<file path="config.mk">
export PLATFORM = sky130hd
export DESIGN_NAME = mem_unit_flat
export DESIGN_NICKNAME = d
export VERILOG_FILES = /design/src/rtl/mem_unit_if.sv /design/src/rtl/mem_unit.sv /design/src/flat_wrapper.sv
export SDC_FILE = /design/constraint.sdc
export NUM_CORES = 1
export LEC_CHECK = 0
export BUFFER_PORTS_ARGS = -buffer_cell sky130_fd_sc_hd__buf_2
export CAP_MARGIN = 20
export CORE_MARGIN = 2
export CORE_UTILIZATION = 51
export DETAILED_ROUTE_END_ITERATION = 7
export GPL_TIMING_DRIVEN = 0
export MAX_ROUTING_LAYER = met4
export PLACE_DENSITY = 0.83
export SETUP_SLACK_MARGIN = 0.15
export SLEW_MARGIN = 0
export SYNTH_ARGS = -nofsm -noshare
export SYNTH_HDL_FRONTEND = slang
export SYNTH_SLANG_ARGS = --single-unit
export TNS_END_PERCENT = 30
</file>
<file path="constraint.sdc">
create_clock -name clk -period 2.7 [get_ports clk]
set_input_delay 0.405 -clock clk [delete_from_list [all_inputs] [get_ports clk]]
set_output_delay 0.405 -clock clk [all_outputs]
set_load 0.03 [all_outputs]
</file>
<file path="src/rtl/mem_unit_if.sv">
// mem_unit_if - 32-bit handshaked data-memory bus.
//
// One beat is offered by holding mem_req high with stable address, byte
// enables, write data and write enable; the memory side accepts it by raising
// mem_ack, and read data is valid in that same cycle.
//
// Signals:
//   mem_req    master -> slave  beat request
//   mem_we     master -> slave  1 = write beat, 0 = read beat
//   mem_addr   master -> slave  word-aligned byte address (AW bits)
//   mem_be     master -> slave  byte-lane enables, bit i = bits [8i+7:8i]
//   mem_wdata  master -> slave  write data
//   mem_ack    slave -> master  beat accepted / read data valid
//   mem_rdata  slave -> master  read data
interface mem_unit_if #(
  parameter int AW = 32
);

  logic          mem_req;
  logic          mem_we;
  logic [AW-1:0] mem_addr;
  logic [3:0]    mem_be;
  logic [31:0]   mem_wdata;
  logic          mem_ack;
  logic [31:0]   mem_rdata;

  // The load/store unit drives the request side.
  modport master (
    output mem_req,
    output mem_we,
    output mem_addr,
    output mem_be,
    output mem_wdata,
    input  mem_ack,
    input  mem_rdata
  );

  // The memory answers with ack and read data.
  modport slave (
    input  mem_req,
    input  mem_we,
    input  mem_addr,
    input  mem_be,
    input  mem_wdata,
    output mem_ack,
    output mem_rdata
  );

endinterface

</file>
<file path="src/rtl/mem_unit.sv">
// mem_unit - load/store unit of the CPU data path.
//
// Accepts one load or store command at a time and runs it on the 32-bit
// handshaked memory bus (mem_unit_if). Byte and word accesses take one beat;
// doubleword accesses take two beats (low word first). Load data is returned
// raw and zero-extended; sign extension is left to the writeback selector.
//
// Ports:
//   clk      in   system clock, rising edge
//   rst_n    in   asynchronous active-low reset
//   start    in   command strobe, only looked at while idle
//   we       in   1 = store, 0 = load
//   sz       in   00 byte, 10 word, 11 doubleword, 01 reserved
//   addr     in   byte address (AW bits)
//   st_data  in   store data (low 8/32/64 bits used by size)
//   busy     out  high whenever the unit is not idle
//   done     out  one-cycle completion pulse
//   err      out  with done: misaligned address or reserved size
//   ld_data  out  load result, held until the next load completes
//   bus      mem_unit_if.master  memory bus
module mem_unit #(
  parameter int AW = 32
) (
  input  logic          clk,
  input  logic          rst_n,
  input  logic          start,
  input  logic          we,
  input  logic [1:0]    sz,
  input  logic [AW-1:0] addr,
  input  logic [63:0]   st_data,
  output logic          busy,
  output logic          done,
  output logic          err,
  output logic [63:0]   ld_data,
  mem_unit_if.master    bus
);

  localparam logic [1:0] SZ_BYTE  = 2'b00;
  localparam logic [1:0] SZ_WORD  = 2'b10;
  localparam logic [1:0] SZ_DWORD = 2'b11;

  typedef enum logic [1:0] {
    IDLE  = 2'd0,
    BEAT0 = 2'd1,
    BEAT1 = 2'd2,
    DONE  = 2'd3
  } state_t;

  state_t state;

  // Latched command fields. Only what later beats still need is kept: the
  // first beat's bus fields are computed straight from the inputs at capture.
  logic        we_q;
  logic [1:0]  sz_q;
  logic [1:0]  lane_q;
  logic [31:0] st_hi_q;

  // Registered bus outputs.
  logic          req_q;
  logic          mem_we_q;
  logic [AW-1:0] mem_addr_q;
  logic [3:0]    mem_be_q;
  logic [31:0]   mem_wdata_q;

  // Byte accesses may sit anywhere; words need 4-byte alignment and
  // doublewords 8-byte alignment. The reserved size is never legal.
  function automatic logic cmd_legal(input logic [1:0] s, input logic [2:0] a);
    logic ok;
    case (s)
      SZ_BYTE:  ok = 1'b1;
      SZ_WORD:  ok = (a[1:0] == 2'b00);
      SZ_DWORD: ok = (a == 3'b000);
      default:  ok = 1'b0;
    endcase
    return ok;
  endfunction

  // A byte touches only its own lane; word and doubleword beats use all four.
  function automatic logic [3:0] byte_enable(input logic [1:0] s, input logic [1:0] lane);
    logic [3:0] be;
    if (s == SZ_BYTE) begin
      be = 4'b0001 << lane;
    end else begin
      be = 4'b1111;
    end
    return be;
  endfunction

  // The store byte is replicated on every lane so the enabled lane always
  // carries it, whichever lane that is.
  function automatic logic [31:0] first_wdata(input logic [1:0] s, input logic [31:0] d);
    logic [31:0] w;
    if (s == SZ_BYTE) begin
      w = {4{d[7:0]}};
    end else begin
      w = d;
    end
    return w;
  endfunction

  assign bus.mem_req   = req_q;
  assign bus.mem_we    = mem_we_q;
  assign bus.mem_addr  = mem_addr_q;
  assign bus.mem_be    = mem_be_q;
  assign bus.mem_wdata = mem_wdata_q;

  // Command FSM with all outputs registered alongside the state. Bus fields
  // are loaded on the transition into a beat and held until mem_ack, then
  // cleared when the command leaves the bus so IDLE and DONE show all zeros.
  always_ff @(posedge clk or negedge rst_n) begin
    if (!rst_n) begin
      state       <= IDLE;
      we_q        <= 1'b0;
      sz_q        <= 2'b00;
      lane_q      <= 2'b00;
      st_hi_q     <= 32'h0;
      busy        <= 1'b0;
      done        <= 1'b0;
      err         <= 1'b0;
      ld_data     <= 64'h0;
      req_q       <= 1'b0;
      mem_we_q    <= 1'b0;
      mem_addr_q  <= '0;
      mem_be_q    <= 4'b0000;
      mem_wdata_q <= 32'h0;
    end else begin
      done <= 1'b0;
      err  <= 1'b0;

      case (state)
        IDLE: begin
          if (start) begin
            we_q    <= we;
            sz_q    <= sz;
            lane_q  <= addr[1:0];
            st_hi_q <= st_data[63:32];
            busy    <= 1'b1;
            if (cmd_legal(sz, addr[2:0])) begin
              state       <= BEAT0;
              req_q       <= 1'b1;
              mem_we_q    <= we;
              mem_addr_q  <= {addr[AW-1:2], 2'b00};
              mem_be_q    <= byte_enable(sz, addr[1:0]);
              mem_wdata_q <= first_wdata(sz, st_data[31:0]);
            end else begin
              // Illegal commands finish straight away and never touch the bus.
              state <= DONE;
              done  <= 1'b1;
              err   <= 1'b1;
            end
          end
        end

        BEAT0: begin
          if (bus.mem_ack) begin
            if (!we_q) begin
              case (sz_q)
                SZ_BYTE:  ld_data <= {56'h0, bus.mem_rdata[{lane_q, 3'b000} +: 8]};
                SZ_WORD:  ld_data <= {32'h0, bus.mem_rdata};
                default:  ld_data[31:0] <= bus.mem_rdata;
              endcase
            end
            if (sz_q == SZ_DWORD) begin
              // Second beat: next word, upper half of the store data.
              state       <= BEAT1;
              mem_addr_q  <= mem_addr_q + AW'(4);
              mem_wdata_q <= st_hi_q;
            end else begin
              state       <= DONE;
              done        <= 1'b1;
              req_q       <= 1'b0;
              mem_we_q    <= 1'b0;
              mem_addr_q  <= '0;
              mem_be_q    <= 4'b0000;
              mem_wdata_q <= 32'h0;
            end
          end
        end

        BEAT1: begin
          if (bus.mem_ack) begin
            if (!we_q) begin
              ld_data[63:32] <= bus.mem_rdata;
            end
            state       <= DONE;
            done        <= 1'b1;
            req_q       <= 1'b0;
            mem_we_q    <= 1'b0;
            mem_addr_q  <= '0;
            mem_be_q    <= 4'b0000;
            mem_wdata_q <= 32'h0;
          end
        end

        DONE: begin
          // A start seen here is dropped; the next accept is one cycle later.
          state <= IDLE;
          busy  <= 1'b0;
        end

        default: begin
          state <= IDLE;
          busy  <= 1'b0;
        end
      endcase
    end
  end

endmodule

</file>
<file path="src/flat_wrapper.sv">
// flat-port wrapper written by rule: the top's interface ports become plain ports
module mem_unit_flat 
#(
  parameter int AW = 32
)
  (clk, rst_n, start, we, sz, addr, st_data, busy, done, err, ld_data, bus_mem_req, bus_mem_we, bus_mem_addr, bus_mem_be, bus_mem_wdata, bus_mem_ack, bus_mem_rdata);
  mem_unit_if #(.AW(AW)) bus_i ();
  input  logic clk;
  input  logic rst_n;
  input  logic start;
  input  logic we;
  input  logic [1:0] sz;
  input  logic [AW-1:0] addr;
  input  logic [63:0] st_data;
  output logic busy;
  output logic done;
  output logic err;
  output logic [63:0] ld_data;
  output wire logic [$bits(bus_i.mem_req)-1:0] bus_mem_req;
  output wire logic [$bits(bus_i.mem_we)-1:0] bus_mem_we;
  output wire logic [$bits(bus_i.mem_addr)-1:0] bus_mem_addr;
  output wire logic [$bits(bus_i.mem_be)-1:0] bus_mem_be;
  output wire logic [$bits(bus_i.mem_wdata)-1:0] bus_mem_wdata;
  input wire logic [$bits(bus_i.mem_ack)-1:0] bus_mem_ack;
  input wire logic [$bits(bus_i.mem_rdata)-1:0] bus_mem_rdata;
  assign bus_mem_req = bus_i.mem_req;
  assign bus_mem_we = bus_i.mem_we;
  assign bus_mem_addr = bus_i.mem_addr;
  assign bus_mem_be = bus_i.mem_be;
  assign bus_mem_wdata = bus_i.mem_wdata;
  assign bus_i.mem_ack = bus_mem_ack;
  assign bus_i.mem_rdata = bus_mem_rdata;
  mem_unit #(.AW(AW)) u_core (.clk(clk), .rst_n(rst_n), .start(start), .we(we), .sz(sz), .addr(addr), .st_data(st_data), .busy(busy), .done(done), .err(err), .ld_data(ld_data), .bus(bus_i));
endmodule
</file>
==> results.yml <==
cells_and_area:
  final_area_mm2: 0.01054
  post-route-util: 0.6637
  synthToLayoutAreaGrowth_pct: 27.61
  finalNonFillerCells: 1429
  insertedDiodeCount: 0
  drive_gt1_frac: 0.3083
  fill_cells: 1338
  num-nets-final: 1341
worst_setup_path:
  cp_top_family: "buffers and inverters"
  cp.required_ns: 2.98
  critPathArrivalTime_ns: 2.80
  critPathBufInv: 4
  worst-setup-path-type: "flop to flop"
  cpPeakStageDelay_ns: 0.44
  worst_setup_path_start_kind: "flop"
  worstPathMaxFanout: 10
  worstPathCellList: "inv_1 -> ha_1 -> clkbuf_2 -> nand4_1 -> clkbuf_4 -> clkbuf_2 -> a21oi_1 -> o21ai_0 -> o21ai_0"
  end_kind: "flop"
  critPathSlowestCell: "dfrtp_1"
drt:
  viasPerCell: 5.860
  postRouteAntennaNets: 0
  drc_errors: 0
  dr.pass1.iters: 7
  vias: 8374
  drtIter0Drc: 782
  wl_per_cell_um: 18.89
  routed_wl_um: 26990
yosys:
  syn_inst: 907
  synth.avg_cell_area_um2: 9.109
  ys_top_cells_by_count: "209 x nand2_1, 174 x dfrtp_1, 124 x o21ai_0, 73 x a21oi_1, 54 x clkbuf_1"
  synth_area_mm2: 0.008262
  synth_flop_cell: "dfrtp_1"
  yosysWarningCount: 0
  ys_types: 50
  synth_area_leaders: "dfrtp_1 53%, nand2_1 9.5%, o21ai_0 7.5%"
  synth_top_area_frac: 0.5270
  ys_ff_latch: 174
  async_flop_share: 1.000
  synth-edff-count: 0
  seq_area_frac_synth: 0.5270
  synth_top_area_cell: "dfrtp_1"
  yosysMostFrequentCell: "nand2_1"
sta:
  fmax_ghz: 0.3975
  rsz0062_at_grt: "yes"
  final.min_clock_period_ns: 2.516
  fin_skew_ns: 0.007780
  finalHoldViolCount: 0
  holdWs_ns: 0.2070
  max-slew-margin-rel: 0.5005
  tightest_slew_ns: 0.7493
  slew_violations: 0
  post-route-period-util: 0.9318
  final-setup-viol-count: 0
clocking:
  cts-root-buf: "clkbuf_16"
  cts_max_level: 4
  path_clk_slew_ns: 0.07
  clock_latency_ns: 0.43
  cts_buffers: 17
  clockBufferDepth: 2
  cts_sinks: 174
  cts_tree: "built"
place:
  dp.cells: 1394
  port_buffers: 269
  hpwl_um: 19830
  routabilityCongestion: 1.004
  dpl_cell_area_mm2: 0.009920
power:
  p_leak_nw: 5.163
  powerDensity_mw_per_mm2: 1367
  vdd_drop_max_v: 0.0005670
run:
  drv_cap: 0
floorplan:
  die_y_um: 131.3
  fp.coreArea_mm2: 0.01589
  start_util: 0.5201
  dieArea_mm2: 0.01723
  io_pins: 272
  die_w_um: 131.3
  rows: 46
global_route:
  grt_pass1_wl_um: 42730
  overflow: 0
  grt_usage: 0.3253
  grt_max_degree: 92
  grt_antenna_before_repair: 0
  first_global_vias: 7942
min_path:
  holdCritPathClass: "input port to flop"
outcome:
  status: "finished, final reports clean"
[through the flow]
step                      setup WS, ns  setup TNS [ns]  power [W]
final                           0.1842               0    0.01441
after global routing            0.1207               0    0.01526
after CTS                       0.2209               0    0.01429
after detailed placement      -0.08631         -0.5797    0.01187
after global placement          -1.529         -263.30    0.01162
after floorplan                 0.6023               0   0.009432
[logic make-up (layout without fill, tap and decap cells)]
kind of cell / Yosys count / after routing / synth area share
fa+ha+maj: 6 / 6 / 0.009087
buf+inv: 90 / 395 / 0.04422
mux: 47 / 47 / 0.06346
flops: 174 / 174 / 0.5270
compound gates: 262 / 262 / 0.1828
simple gates: 327 / 327 / 0.1730
other cells: 1 / 2 / 0.0004539
[final timing paths]
path	slack (ns)	start	cells after the start	to
worst max-delay path	0.18	u_core.state[0]$_DFFE_PN0P_	9	u_core.bus.mem_addr[15]$_DFFE_PN0P_
worst max register to register	0.18	u_core.state[0]$_DFFE_PN0P_	9	u_core.bus.mem_addr[15]$_DFFE_PN0P_
worst min-delay path	0.21	st_data[45]	2	u_core.st_hi_q[13]$_DFFE_PN0P_
min in group asynchronous	0.55	rst_n	2	u_core.bus.mem_addr[21]$_DFFE_PN0P_
max in group asynchronous	1.27	rst_n	3	u_core.we_q$_DFFE_PN0P_
worst min register to register	0.48	u_core.ld_data[35]$_DFFE_PN0P_	2	u_core.ld_data[35]$_DFFE_PN0P_
[worst reg2reg max path, delay by kind of cell, from the launching register on]
kind	cells	cell delay (ns)
buffers and inverters	4	0.93
AOI/OAI and AO/OA	3	0.45
DFF	1	0.44
adders and majority gates	1	0.32
and+or+nand+nor	1	0.23
[flip-flops by register name, indices dropped and copies added (netlist names)]
signal and flops:
u_core.bus.mem_be 4, u_core.bus.mem_wdata 32, u_core.lane_q 2, u_core.ld_data 64
u_core.st_hi_q 32, u_core.we_q 1, u_core.bus.mem_req 1, u_core.state 2
u_core.sz_q 2, u_core.bus.mem_addr 30, u_core.bus.mem_we 1, u_core.err 1
u_core.busy 1, u_core.done 1
[timing repair]
| action | 4_1_cts | 5_1_grt |
|---|---|---|
| setup endpoints to repair | 44 | 74 |
| hold buffers | 1 | 0 |
| setup buffers | 0 | 2 |
| pin swaps | 0 | 2 |
| endpoints found under the hold margin | 14 | 0 |
| resized for setup | 7 | 15 |
[metal layers]
layer	track usage	share of wire	routed length, um
met1	0.4238	0.40	10830
met5	-	0	0
met4	0.1238	0.033	890
met3	0.06559	0.096	2579
met2	0.5073	0.47	12690
[final cells by class]
class	instances	area, um^2	share of cell area
Inverter	23	86.33	0.008189
Multi-Input combinational cell	644	3557	0.3374
Clock inverter	11	105.1	0.009969
Tap cell	216	270.3	0.02563
Timing Repair Buffer	273	1409	0.1336
Sequential cell	174	4354	0.4130
Buffer	67	300.3	0.02848
Clock buffer	21	460.4	0.04367
[power by group]
| group | internal, W | switching, W | leakage, nW |
|---|---|---|---|
| sequential | 0.00380 | 0.000818 | 2.21 |
| combinational | 0.00232 | 0.00507 | 2.68 |
| clock | 0.00133 | 0.00107 | 0.267 |
[cells in the final DEF (no fill, tap or decap), drive strengths merged, types with 2 or more instances in the layout]
cell type and count:
o211ai 2, nand2b 3, nor4 5, a22o 4, inv 26, a32oi 4
a22oi 5, clkbuf 79, o21ai 124, nand4 11, o22ai 8, a221oi 16
clkinv 3, o2bb2ai 6, and3 2, and4 7, or2 3, nor2 40
and2 5, a31oi 6, nand3 18, ha 6, conb 2, a21oi 73
o31ai 3, nor3 5, mux2i 4, nor3b 3, mux2 43, clkinvlp 4
buf 281, nor2b 10, dfrtp 174, nand2 209, o32a 5
(Power assumes the default switching activity.)
